### src/rtl/comb_lock_pkg.sv
// Shared types and constants for the combination-lock controller.
package comb_lock_pkg;

   typedef enum logic [2:0] {
      IDLE, ENTRY, CHECK, OPEN, PROG, LOCKOUT
   } state_e;

   localparam int         CODE_LEN   = 4;
   localparam logic [3:0] KEY_PROG   = 4'hE;
   localparam logic [3:0] KEY_CANCEL = 4'hF;
   localparam int         LED_OPEN   = 4;
   localparam int         LED_LOCK   = 5;

   // n = 0..4 lit digits, lowest bit first.
   function automatic logic [3:0] thermo(input logic [2:0] n);
      logic [4:0] t;
      t = (5'd1 << n) - 5'd1;
      return t[3:0];
   endfunction

   // Digit i of a 4-digit code; digit 0 sits in the top nibble.
   function automatic logic [3:0] nibble(input logic [15:0] code, input logic [1:0] i);
      return code[4*(3-int'(i)) +: 4];
   endfunction

endpackage

### src/rtl/comb_lock_if.sv
// Keypad-in / LED-out bundle between the keypad decoder and the lock controller.
interface comb_lock_if;
   logic       newkey;
   logic [4:0] keycode;
   logic [5:0] led;

   modport master (output newkey, keycode, input led);
   modport slave  (input newkey, keycode, output led);
endinterface

### src/rtl/comb_lock_keyev.sv
// Turns the level newkey strobe into single-cycle, classified key events.
module comb_lock_keyev
   import comb_lock_pkg::*;
(
   input  logic       clk5,
   input  logic       reset,
   input  logic       newkey,
   input  logic [4:0] keycode,
   output logic       ev_digit,
   output logic       ev_prog,
   output logic       ev_cancel,
   output logic [3:0] ev_val
);
   logic newkey_q;

   always_ff @(posedge clk5) begin
      if (reset) newkey_q <= 1'b0;
      else       newkey_q <= newkey;
   end

   // A held strobe yields one event; keys A-D fall through every class.
   wire ev = newkey & ~newkey_q & keycode[4];

   assign ev_val    = keycode[3:0];
   assign ev_digit  = ev && (keycode[3:0] <= 4'd9);
   assign ev_prog   = ev && (keycode[3:0] == KEY_PROG);
   assign ev_cancel = ev && (keycode[3:0] == KEY_CANCEL);
endmodule

### src/rtl/comb_lock_ctrl.sv
// Combination-lock sequencer: entry, check, unlock window, lockout.
// Define COMB_LOCK_PROG_EN to let an unlocked user program a new code.
module comb_lock_ctrl #(
   parameter logic [15:0] DEFAULT_CODE   = 16'h1296,
   parameter int          MAX_FAIL       = 3,
   parameter int          OPEN_CYCLES    = 32,
   parameter int          LOCKOUT_CYCLES = 64,
   parameter int          TIMEOUT_CYCLES = 48
) (
   input logic       clk5,
   input logic       reset,
   comb_lock_if.slave bus
);
   import comb_lock_pkg::*;

   localparam int TMAX = (OPEN_CYCLES > LOCKOUT_CYCLES)
                         ? ((OPEN_CYCLES > TIMEOUT_CYCLES) ? OPEN_CYCLES : TIMEOUT_CYCLES)
                         : ((LOCKOUT_CYCLES > TIMEOUT_CYCLES) ? LOCKOUT_CYCLES : TIMEOUT_CYCLES);
   localparam int TW = $clog2(TMAX + 1);
   localparam int FW = $clog2(MAX_FAIL + 1);

   // Loaded with N-1 so the state occupies exactly N cycles before expiry acts.
   localparam logic [TW-1:0] T_OPEN = TW'(OPEN_CYCLES - 1);
   localparam logic [TW-1:0] T_LOCK = TW'(LOCKOUT_CYCLES - 1);
   localparam logic [TW-1:0] T_TO   = TW'(TIMEOUT_CYCLES - 1);
   localparam logic [FW-1:0] F_MAX  = FW'(MAX_FAIL);

   logic          ev_digit, ev_prog, ev_cancel;
   logic [3:0]    ev_val;
   state_e        state;
   logic [2:0]    idx;
   logic          mismatch;
   logic [FW-1:0] fail_cnt;
   logic [TW-1:0] timer;
   logic [5:0]    led_d;

`ifdef COMB_LOCK_PROG_EN
   logic [15:0] code;
   logic [11:0] shadow;
`else
   wire [15:0] code = DEFAULT_CODE;
   wire        prog_unused = ev_prog;
`endif

   comb_lock_keyev u_keyev (
      .clk5      (clk5),
      .reset     (reset),
      .newkey    (bus.newkey),
      .keycode   (bus.keycode),
      .ev_digit  (ev_digit),
      .ev_prog   (ev_prog),
      .ev_cancel (ev_cancel),
      .ev_val    (ev_val)
   );

   always_ff @(posedge clk5) begin
      if (reset) begin
         state    <= IDLE;
         idx      <= '0;
         mismatch <= 1'b0;
         fail_cnt <= '0;
         timer    <= '0;
`ifdef COMB_LOCK_PROG_EN
         code     <= DEFAULT_CODE;
         shadow   <= '0;
`endif
      end else begin
         if (timer != '0) timer <= timer - 1'b1;
         unique case (state)
            IDLE: if (ev_digit) begin
               idx      <= 3'd1;
               mismatch <= (ev_val != nibble(code, 2'd0));
               timer    <= T_TO;
               state    <= ENTRY;
            end
            ENTRY: begin
               // A digit on the expiry cycle still counts.
               if (ev_digit) begin
                  mismatch <= mismatch | (ev_val != nibble(code, idx[1:0]));
                  idx      <= idx + 3'd1;
                  timer    <= T_TO;
                  if (idx == 3'(CODE_LEN - 1)) state <= CHECK;
               end else if (ev_cancel || timer == '0) begin
                  state <= IDLE;
               end
            end
            CHECK: begin
               if (!mismatch) begin
                  fail_cnt <= '0;
                  timer    <= T_OPEN;
                  state    <= OPEN;
               end else begin
                  fail_cnt <= fail_cnt + 1'b1;
                  if (fail_cnt + 1'b1 == F_MAX) begin
                     timer <= T_LOCK;
                     state <= LOCKOUT;
                  end else begin
                     state <= IDLE;
                  end
               end
            end
            OPEN: begin
               if (ev_cancel) state <= IDLE;
`ifdef COMB_LOCK_PROG_EN
               else if (ev_prog) begin
                  idx   <= '0;
                  timer <= T_TO;
                  state <= PROG;
               end
`endif
               else if (timer == '0) state <= IDLE;
            end
            PROG: begin
`ifdef COMB_LOCK_PROG_EN
               if (ev_digit) begin
                  shadow <= {shadow[7:0], ev_val};
                  idx    <= idx + 3'd1;
                  timer  <= T_TO;
                  if (idx == 3'(CODE_LEN - 1)) begin
                     code  <= {shadow, ev_val};
                     state <= IDLE;
                  end
               end else if (ev_cancel || timer == '0) begin
                  state <= IDLE;
               end
`else
               state <= IDLE;
`endif
            end
            LOCKOUT: if (timer == '0) begin
               fail_cnt <= '0;
               state    <= IDLE;
            end
            default: state <= IDLE;
         endcase
      end
   end

   always_comb begin
      led_d = '0;
      unique case (state)
         ENTRY, CHECK: led_d[3:0] = thermo(idx);
         OPEN:         led_d[LED_OPEN] = 1'b1;
         PROG: begin
            led_d[3:0]      = thermo(idx);
            led_d[LED_OPEN] = 1'b1;
            led_d[LED_LOCK] = 1'b1;
         end
         LOCKOUT:      led_d[LED_LOCK] = 1'b1;
         default:      led_d = '0;
      endcase
   end

   assign bus.led = led_d;
endmodule

### src/flat_wrapper.sv
// flat-port wrapper written by rule: the top's interface ports become plain ports
module comb_lock_ctrl_flat import comb_lock_pkg::*;
#(
   parameter logic [15:0] DEFAULT_CODE   = 16'h1296,
   parameter int          MAX_FAIL       = 3,
   parameter int          OPEN_CYCLES    = 32,
   parameter int          LOCKOUT_CYCLES = 64,
   parameter int          TIMEOUT_CYCLES = 48
)
  (clk5, reset, bus_newkey, bus_keycode, bus_led);
  comb_lock_if bus_i ();
  input logic clk5;
  input logic reset;
  input wire logic [$bits(bus_i.newkey)-1:0] bus_newkey;
  input wire logic [$bits(bus_i.keycode)-1:0] bus_keycode;
  output wire logic [$bits(bus_i.led)-1:0] bus_led;
  assign bus_i.newkey = bus_newkey;
  assign bus_i.keycode = bus_keycode;
  assign bus_led = bus_i.led;
  comb_lock_ctrl #(.DEFAULT_CODE(DEFAULT_CODE), .MAX_FAIL(MAX_FAIL), .OPEN_CYCLES(OPEN_CYCLES), .LOCKOUT_CYCLES(LOCKOUT_CYCLES), .TIMEOUT_CYCLES(TIMEOUT_CYCLES)) u_core (.clk5(clk5), .reset(reset), .bus(bus_i));
endmodule
### config.mk
export PLATFORM = sky130hd
export DESIGN_NAME = comb_lock_ctrl_flat
export DESIGN_NICKNAME = d
export VERILOG_FILES = /design/src/rtl/comb_lock_pkg.sv /design/src/rtl/comb_lock_if.sv /design/src/rtl/comb_lock_keyev.sv /design/src/rtl/comb_lock_ctrl.sv /design/src/flat_wrapper.sv
export SDC_FILE = /design/constraint.sdc
export NUM_CORES = 1
export LEC_CHECK = 0
export CAP_MARGIN = 5
export CORE_MARGIN = 8
export CORE_UTILIZATION = 55
export DETAILED_ROUTE_END_ITERATION = 6
export PLACE_DENSITY = 0.78
export RECOVER_POWER = 25
export SYNTH_ARGS = -nofsm -noshare
export SYNTH_HDL_FRONTEND = slang
export SYNTH_HIERARCHICAL = 1
export SYNTH_SLANG_ARGS = --single-unit
### constraint.sdc
create_clock -name clk5 -period 2.4 [get_ports clk5]
set_input_delay 0.6 -clock clk5 [delete_from_list [all_inputs] [get_ports clk5]]
set_output_delay 0.6 -clock clk5 [all_outputs]
set_load 0.01 [all_outputs]
==> results of run 1 <==
## registers in the layout, indices dropped and copies added (netlist names)
name,cells
u_core/u_keyev/newkey_q,1
u_core/mismatch,1
u_core/fail_cnt,2
u_core/idx,3
u_core/timer,7
u_core/state,3
## timing repair
action,in CTS,in global routing
gates resized for setup,7,8
endpoints found under the setup margin,4,3
pin swaps,1,0
## cell usage in the layout (no fill, tap or decap), drive strengths merged, types with 5 or more instances in the layout
cell,count
nand3,6
nor2,15
a21oi,13
nand2,11
dfxtp,17
clkdlybuf4s50,7
ha,9
nor2b,6
o21ai,8
clkbuf,5
buf,6
inv,10
## cell type report
cell class	count	area (um^2)	area share (%)
multi-input combinational	117	815	56.8
clock inverter	1	7.51	0.524
inverter	10	37.5	2.62
clock buffer	3	22.5	1.57
timing repair buffer	20	174	12.1
tap	28	35.0	2.44
sequential	17	343	23.9
## worst max-delay path, cell delays in order, from the launching register on
cell and delay (ps):
dfxtp_1 330, buf_4 140, ha_1 230, ha_1 230, xor2_1 160, nor2_1 70, dlygate4sd2_1 270
## power by group through the flow
stage	logic, W	clock network, W	registers, W
2_1_floorplan	0.000385	0	0.000390
3_3_place_gp	0.000459	0	0.000399
3_5_place_dp	0.000477	0	0.000404
4_1_cts	0.000483	0.000174	0.000398
5_1_grt	0.000527	0.000181	0.000405
6_report	0.000479	0.000169	0.000398
## worst max-delay path by stage
| stage | startpoint | to | slack, ps | depth (start not counted) |
|---|---|---|---|---|
| floorplan | bus_keycode[1] | u_core/mismatch | 310 | 6 |
| global placement | u_core/idx[1] | bus_led[3] | 150 | 7 |
| detailed placement | u_core/idx[1] | bus_led[3] | 100 | 7 |
| CTS | u_core/idx[0] | bus_led[3] | 30 | 7 |
| global route | u_core/idx[0] | bus_led[3] | 8 | 6 |
| finish | u_core/idx[0] | bus_led[3] | 60 | 6 |
## through the flow
stage | total power (W) | hold slack [ps] | setup WS, ps | std cells
global route | 0.00111 | 521 | 8.07 | 196
global placement | 0.000858 | 454 | 146 | 192
finish | 0.00105 | 484 | 57.1 | 196
floorplan | 0.000775 | 447 | 308 | 153
CTS | 0.00106 | 480 | 26.5 | 196
detailed placement | 0.000881 | 461 | 96.3 | 192
## per-layer routing
| layer | share of wire [%] | routed length (um) | GRT usage, % |
|---|---|---|---|
| met5 | 0 | 0 | 0 |
| met4 | 1.5 | 42 | 7.12 |
| met3 | 7.2 | 207 | 4.42 |
| met2 | 46 | 1330 | 22.4 |
| met1 | 45 | 1300 | 18.6 |
==> results_dict.tcl, run 1 <==
set metrics [dict create \
    holdPathEnd "u_core/fail_cnt[1]" \
    ant_nets 0 \
    rsz0062_at_grt "no" \
    clkLatencyLatePin_ps 300 \
    dpl_cell_area_um2 1390 \
    ctsHtreeMaxLevel 1 \
    wl_mm 2.87 \
    gp_congestion 0.874 \
    fin_nets 186 \
    hold_buffers 0 \
    drt-vias-per-instance 5.79 \
    r2r-start "u_core/timer[0]" \
    grt_pass1_wl_mm 4.92 \
    fin_skew_ps 3.62 \
    critical_path_class "reg2out" \
    grt_usage_pct 14.8 \
    clk_path_buf_depth 2 \
    cts_sinks 17 \
    start_kind "flop" \
    fill_cells 192 \
    finalHoldViolCount 0 \
    fmax_mhz 427 \
    path_max_fanout 3 \
    die_w_um 63.1 \
    slew_headroom_pct 60.9 \
    ir_drop_mv 0.710 \
    required_ps 1800 \
    hpwlAfterDp_mm 2.10 \
    fin_area_um2 1430 \
    fin_util_pct 66.7 \
    setup_viol 0 \
    drive_gt1_share_pct 15.5 \
    r2r_cells 6 \
    yosysWarnings 6 \
    dieArea_um2 3990 \
    area_growth_pct 17.3 \
    overflow 0 \
    end_kind "output port" \
    cts_tree "yes" \
    reg2reg_to "u_core/timer[1]" \
    sw_frac_of_total_pct 39.3 \
    port_buffers 13 \
    antenna_cells 0 \
    leakagePower_nw 0.577 \
    reg2reg_slack_ps 480 \
    cap_violations 0 \
    antenna_found_initial 0 \
    hold_path_class "reg2reg" \
    p_sw_w 0.000411 \
    num_vias 1134 \
    fp-row-count 17 \
    power.internal_w 0.000635 \
    wl_per_cell_um 14.7 \
    first_global_vias 1069 \
    core_area_um2 2150 \
    drc 0 \
    cts_made_buffers 3 \
    start_util_pct 56.9 \
    first_iter_violations 57 \
    p_per_area_nw_per_um2 729 \
    cts_root_buf "clkbuf_4" \
    power.share.clock_pct 16.2 \
    fin_setup_tns_ps 0 \
    die_h_um 63.1 \
    fin_crit_sh_pct 97.6 \
    pwr-share-seq_pct 38.1 \
    postCtsSetupRepairBufs 0 \
    power.share.combinational_pct 45.8 \
    grt_max_degree 20 \
    fin_crit_ps 2340 \
    drv_slew 0 \
    worstHoldPathCells 2 \
    min_from "u_core/fail_cnt[1]" \
    worstPathArrival_ps 1740 \
    io-pin-count 14 \
    outcome "complete, no violations" \
    drt-pass1-iter-count 4 \
    clkTransAtPathRegs_ps 110 \
    worstMarginPinSlew_ps 582 \
    avgSynthCellArea_um2 7.99 \
    netlist_instances 153 \
    syn_area_um2 1220 \
    synth_nets 170 \
]
No activity file was read; power rests on OpenSTA's default activity.
==> run 2, diff against run 1 <==
Settings changed: SETUP_SLACK_MARGIN from default to 0.02.
==> run 2 against run 1 <==
  * Via count is the same
  * Critical path type unchanged
  * Clock power is essentially flat
  * Register-to-register slack is essentially flat
  * Critical path depth is the same
  * Cell area is essentially flat
  * Maximum frequency is essentially flat
  * Sequential share of layout area is essentially flat
  * Worst setup slack is essentially flat
  * Largest cell class unchanged
  * Routed wire length is essentially flat
  * Global-route usage is the same
  * Core utilization grew 0.058 points
  * Hold slack is the same
==> results_dict.tcl, run 2 (synthesized netlist as in run 1, its figures left out) <==
set metrics [dict create \
    outcome "complete, no violations" \
    num_vias 1134 \
    cts_made_buffers 3 \
    drc 0 \
    port_buffers 13 \
    hold_buffers 0 \
    drt-vias-per-instance 5.79 \
    dp_slack_ps 96.3 \
    first_global_vias 1069 \
    hpwlAfterDp_mm 2.10 \
    regMostFlops "u_core/timer" \
    fin_skew_ps 3.52 \
    path_max_fanout 3 \
    reg_top3 "u_core/timer x7, u_core/idx x3, u_core/state x3" \
    fp-row-count 17 \
    drt-pass1-iter-count 4 \
    grt_max_degree 20 \
    cp-endpoint "bus_led[3]" \
    die_h_um 63.1 \
    fmax_mhz 427 \
    overflow 0 \
    start_kind "flop" \
    cap_violations 0 \
    cts_root_buf "clkbuf_4" \
    fin_nets 186 \
    dieArea_um2 3990 \
    rsz0062_at_grt "yes" \
    core_area_um2 2150 \
    cts_sinks 17 \
    leakagePower_nw 0.574 \
    clkLatencyLatePin_ps 300 \
    worstSetupStartpoint "u_core/idx[0]" \
    wl_mm 2.87 \
    wl_per_cell_um 14.7 \
    antenna_cells 0 \
    reg2reg_to "u_core/timer[1]" \
    io-pin-count 14 \
    mostFrequentLayoutCells "15 x nor2_1, 15 x dfxtp_1, 12 x a21oi_1" \
    r2r-start "u_core/timer[0]" \
    start_util_pct 56.9 \
    ant_nets 0 \
    fin_setup_tns_ps 0 \
    largest_register_ffs 7 \
    drv_slew 0 \
    critical_path_class "reg2out" \
    clk_path_buf_depth 2 \
    fin_crit_ps 2340 \
    post-place-cells 192 \
    worstMarginPinSlew_ps 582 \
    end_kind "output port" \
    grt_pass1_wl_mm 4.92 \
    ir_drop_mv 0.710 \
    slew_headroom_pct 60.9 \
    die_w_um 63.1 \
    antenna_found_initial 0 \
    grt_usage_pct 14.8 \
    layout.cells.non_filler 196 \
    reg2reg_slack_ps 480 \
    setup_viol 0 \
    area_growth_pct 17.4 \
    min_from "u_core/fail_cnt[1]" \
    fin_crit_sh_pct 97.6 \
    worstPathArrival_ps 1740 \
    r2r_cells 6 \
    p_per_area_nw_per_um2 729 \
    clkTransAtPathRegs_ps 110 \
    first_iter_violations 57 \
    finalHoldViolCount 0 \
    fin_ws_ps 56.8 \
    gp_congestion 0.874 \
    required_ps 1800 \
    cts_tree "yes" \
    ctsHtreeMaxLevel 1 \
    drive_gt1_share_pct 15.5 \
    hold_path_class "reg2reg" \
]
## run 2: cell count changes in the layout (fill, tap and decap cells not counted), sizes merged
cell and change:
clkdlybuf4s15 +1, dlygate4sd2 -1
## run 2: area by class of cell
type | count | area (um^2)
multi-input cells | 117 | 815
clock inverters | 1 | 7.51
fillers | 191 | 713
flip-flops and latches | 17 | 343
well taps | 28 | 35.0
clock buffers | 3 | 22.5
repair buffers | 20 | 175
inverters | 10 | 37.5
## run 2: repair_timing
item / 4_1_cts / 5_1_grt
buffers inserted: 0 / 0
setup endpoints to repair: 4 / 4
pin swaps: 1 / 0
gates resized for setup: 7 / 9
## run 2: worst min-delay path by stage
stage / endpoint / slack, ps / cells after the start
2_1_floorplan: u_core/fail_cnt[1] / 450 / 2
3_3_place_gp: u_core/fail_cnt[1] / 450 / 2
3_5_place_dp: u_core/fail_cnt[1] / 460 / 2
4_1_cts: u_core/fail_cnt[1] / 480 / 2
5_1_grt: u_core/idx[1] / 520 / 2
6_report: u_core/fail_cnt[1] / 480 / 2
## run 2: report_power, final
group	switching (W)	leakage [nW]	internal (W)	total, W
logic	0.000247	0.420	0.000232	0.000479
clock network	0.000105	0.0139	0.0000636	0.000169
registers	0.0000593	0.140	0.000339	0.000398
## run 2: stage by stage
stage	hold WS [ps]	area, um^2	util (%)	total power [W]
after floorplan	447	1220	-	0.000775
after global placement	454	1390	64.7	0.000858
after detailed placement	461	1390	64.7	0.000881
after CTS	480	1430	66.6	0.00106
after global routing	521	1440	66.8	0.00111
final	484	1440	66.8	0.00105
## run 2: metal layers
metal  GRT usage (%)  vias to the layer above  part of all wire, %  wire length, um
li1                -                      576                    -                -
met1            18.6                      505                   45             1300
met2            22.4                       47                   46             1330
met3            4.42                        6                  7.2              207
met4            7.12                        0                  1.5               42
met5               0                        -                    0                0
## run 2: worst max-delay path, cell delays in order, from the launching register on
cell and delay (ps):
dfxtp_1 330, buf_4 140, ha_1 230, ha_1 230, xor2_1 160, nor2_1 70
dlygate4sd2_1 270
==> run 3, diff against run 2 <==
Settings changed: CORE_ASPECT_RATIO from default to 1.1.
==> run 3 against run 2 <==
  * Total power rose by 1.9%
  * Hold slack got worse by 6.9 ps
  * Non-clock buffer count rose by 1
  * Sequential share of layout area barely moved
  * Cell area rose by 0.52%
  * Core utilization fell by 0.77 points
  * Register-to-register slack improved by 110 ps
  * Critical endpoint is now bus_led[0]
==> results_dict.tcl, run 3 (synthesized netlist as in run 1, its figures left out) <==
set metrics [dict create \
    area_growth_pct 18.0 \
    end_kind "output port" \
    reg2reg_slack_ps 590 \
    cap_violations 0 \
    fin_skew_ps 2.59 \
    fin_setup_tns_ps 0 \
    antenna_found_initial 0 \
    clkLatencyLatePin_ps 300 \
    first_iter_violations 50 \
    fin_nets 187 \
    layout_commonest_cell "nor2_1" \
    crit_slowest_cell "clkdlybuf4s50_1" \
    r2r_cells 6 \
    gp_congestion 0.863 \
    grt_max_degree 19 \
    critical_path_class "reg2out" \
    cp_top_family "buffers and inverters" \
    antenna_cells 0 \
    fin_area_um2 1440 \
    wl_mm 2.81 \
    worstSetupStartpoint "u_core/state[1]" \
    setup_viol 0 \
    required_ps 1800 \
    ir_drop_mv 0.617 \
    first_global_vias 1075 \
    drc 0 \
    worstMarginPinSlew_ps 462 \
    leakagePower_nw 0.570 \
    worstHoldPathCells 2 \
    reg_top3 "u_core/timer x7, u_core/idx x3, u_core/state x3" \
    power.total_w 0.00107 \
    start_util_pct 56.0 \
    grt_usage_pct 14.8 \
    overflow 0 \
    r2r-start "u_core/timer[0]" \
    mostFrequentLayoutCells "15 x nor2_1, 14 x dfxtp_1, 12 x a21oi_1" \
    cts_made_buffers 3 \
    path_cells "nor2_1 -> nand2_1 -> o21a_1 -> a21oi_1 -> clkdlybuf4s50_1" \
    ant_nets 0 \
    holdPathEnd "u_core/fail_cnt[1]" \
    core_area_um2 2180 \
    port_buffers 13 \
    hpwlAfterDp_mm 2.10 \
    finalHoldViolCount 0 \
    drt-vias-per-instance 5.78 \
    clkTransAtPathRegs_ps 100 \
    num_vias 1151 \
    min_from "u_core/fail_cnt[1]" \
    outcome "complete, no violations" \
    dpl_cell_area_um2 1400 \
    p_per_area_nw_per_um2 739 \
    path_max_fanout 6 \
    crit_buf_inv 1 \
    grt_pass1_wl_mm 4.64 \
    fin_crit_ps 2350 \
    layout.cells.non_filler 199 \
    worstPathArrival_ps 1750 \
    fmax_mhz 426 \
    cts_tree "yes" \
    start_kind "flop" \
    hold_path_class "reg2reg" \
    die_w_um 61.0 \
    reg2reg_to "u_core/timer[1]" \
    post-place-cells 195 \
    clk_path_buf_depth 2 \
    drive_gt1_share_pct 16.6 \
    slew_headroom_pct 69.2 \
    io-pin-count 14 \
    drv_slew 0 \
    die_h_um 65.4 \
    dieArea_um2 3990 \
    slowest_delay_ps 570 \
    wl_per_cell_um 14.1 \
    rsz0062_at_grt "no" \
    largest_register_ffs 7 \
    cts_root_buf "clkbuf_4" \
    regMostFlops "u_core/timer" \
    ctsHtreeMaxLevel 1 \
    fp-row-count 18 \
    drt-pass1-iter-count 4 \
    fin_crit_sh_pct 97.9 \
    cts_sinks 17 \
]
[run 3: power by group]
group,switching (W),internal (W)
Sequential,0.0000583,0.000339
Combinational,0.000257,0.000254
Clock,0.0000916,0.0000648
Total,0.000407,0.000658
[run 3: worst register-to-register path: stages, from the launching register on]
cell and delay (ps):
dfxtp_1 350, inv_1 90, ha_1 170, nor2b_1 410, nand2_2 240, mux2_4 360
a21oi_2 130
[run 3: what timing repair did]
action	in CTS	in global routing
buffers inserted	0	0
hold buffers	0	0
gates resized for setup	6	8
endpoints found under the setup margin	4	2
pin swaps	0	1
[run 3: stage by stage]
stage | utilization, % | hold WS, ps | setup slack, ps
2_1_floorplan | - | 447 | 308
3_3_place_gp | 64.1 | 455 | 132
3_5_place_dp | 64.1 | 468 | 98.8
4_1_cts | 65.3 | 482 | 54.7
5_1_grt | 66.0 | 511 | 0.343
6_report | 66.0 | 477 | 50.3
[run 3: worst max path at each step]
stage          slack, ps  depth (start not counted)         endpoint
3_5_place_dp         100                          7       bus_led[2]
4_1_cts               50                          7       bus_led[2]
6_report              50                          5       bus_led[0]
5_1_grt              0.3                          5       bus_led[0]
2_1_floorplan        310                          6  u_core/mismatch
3_3_place_gp         130                          7  u_core/mismatch
[run 3: per-layer routing]
| layer | track usage, % | vias up | wire length, um |
|---|---|---|---|
| met5 | 0 | - | 0 |
| met4 | 7.00 | 0 | 40 |
| li1 | - | 576 | - |
| met3 | 2.54 | 5 | 121 |
| met2 | 24.9 | 30 | 1390 |
| met1 | 17.5 | 540 | 1260 |
[run 3: layout make-up]
class                      count  area, um^2
inverter                      10        37.5
clock buffer                   4        26.3
tap                           30        37.5
fill                         205         742
sequential                    17         344
timing repair buffer          21         183
multi-input combinational    117         815
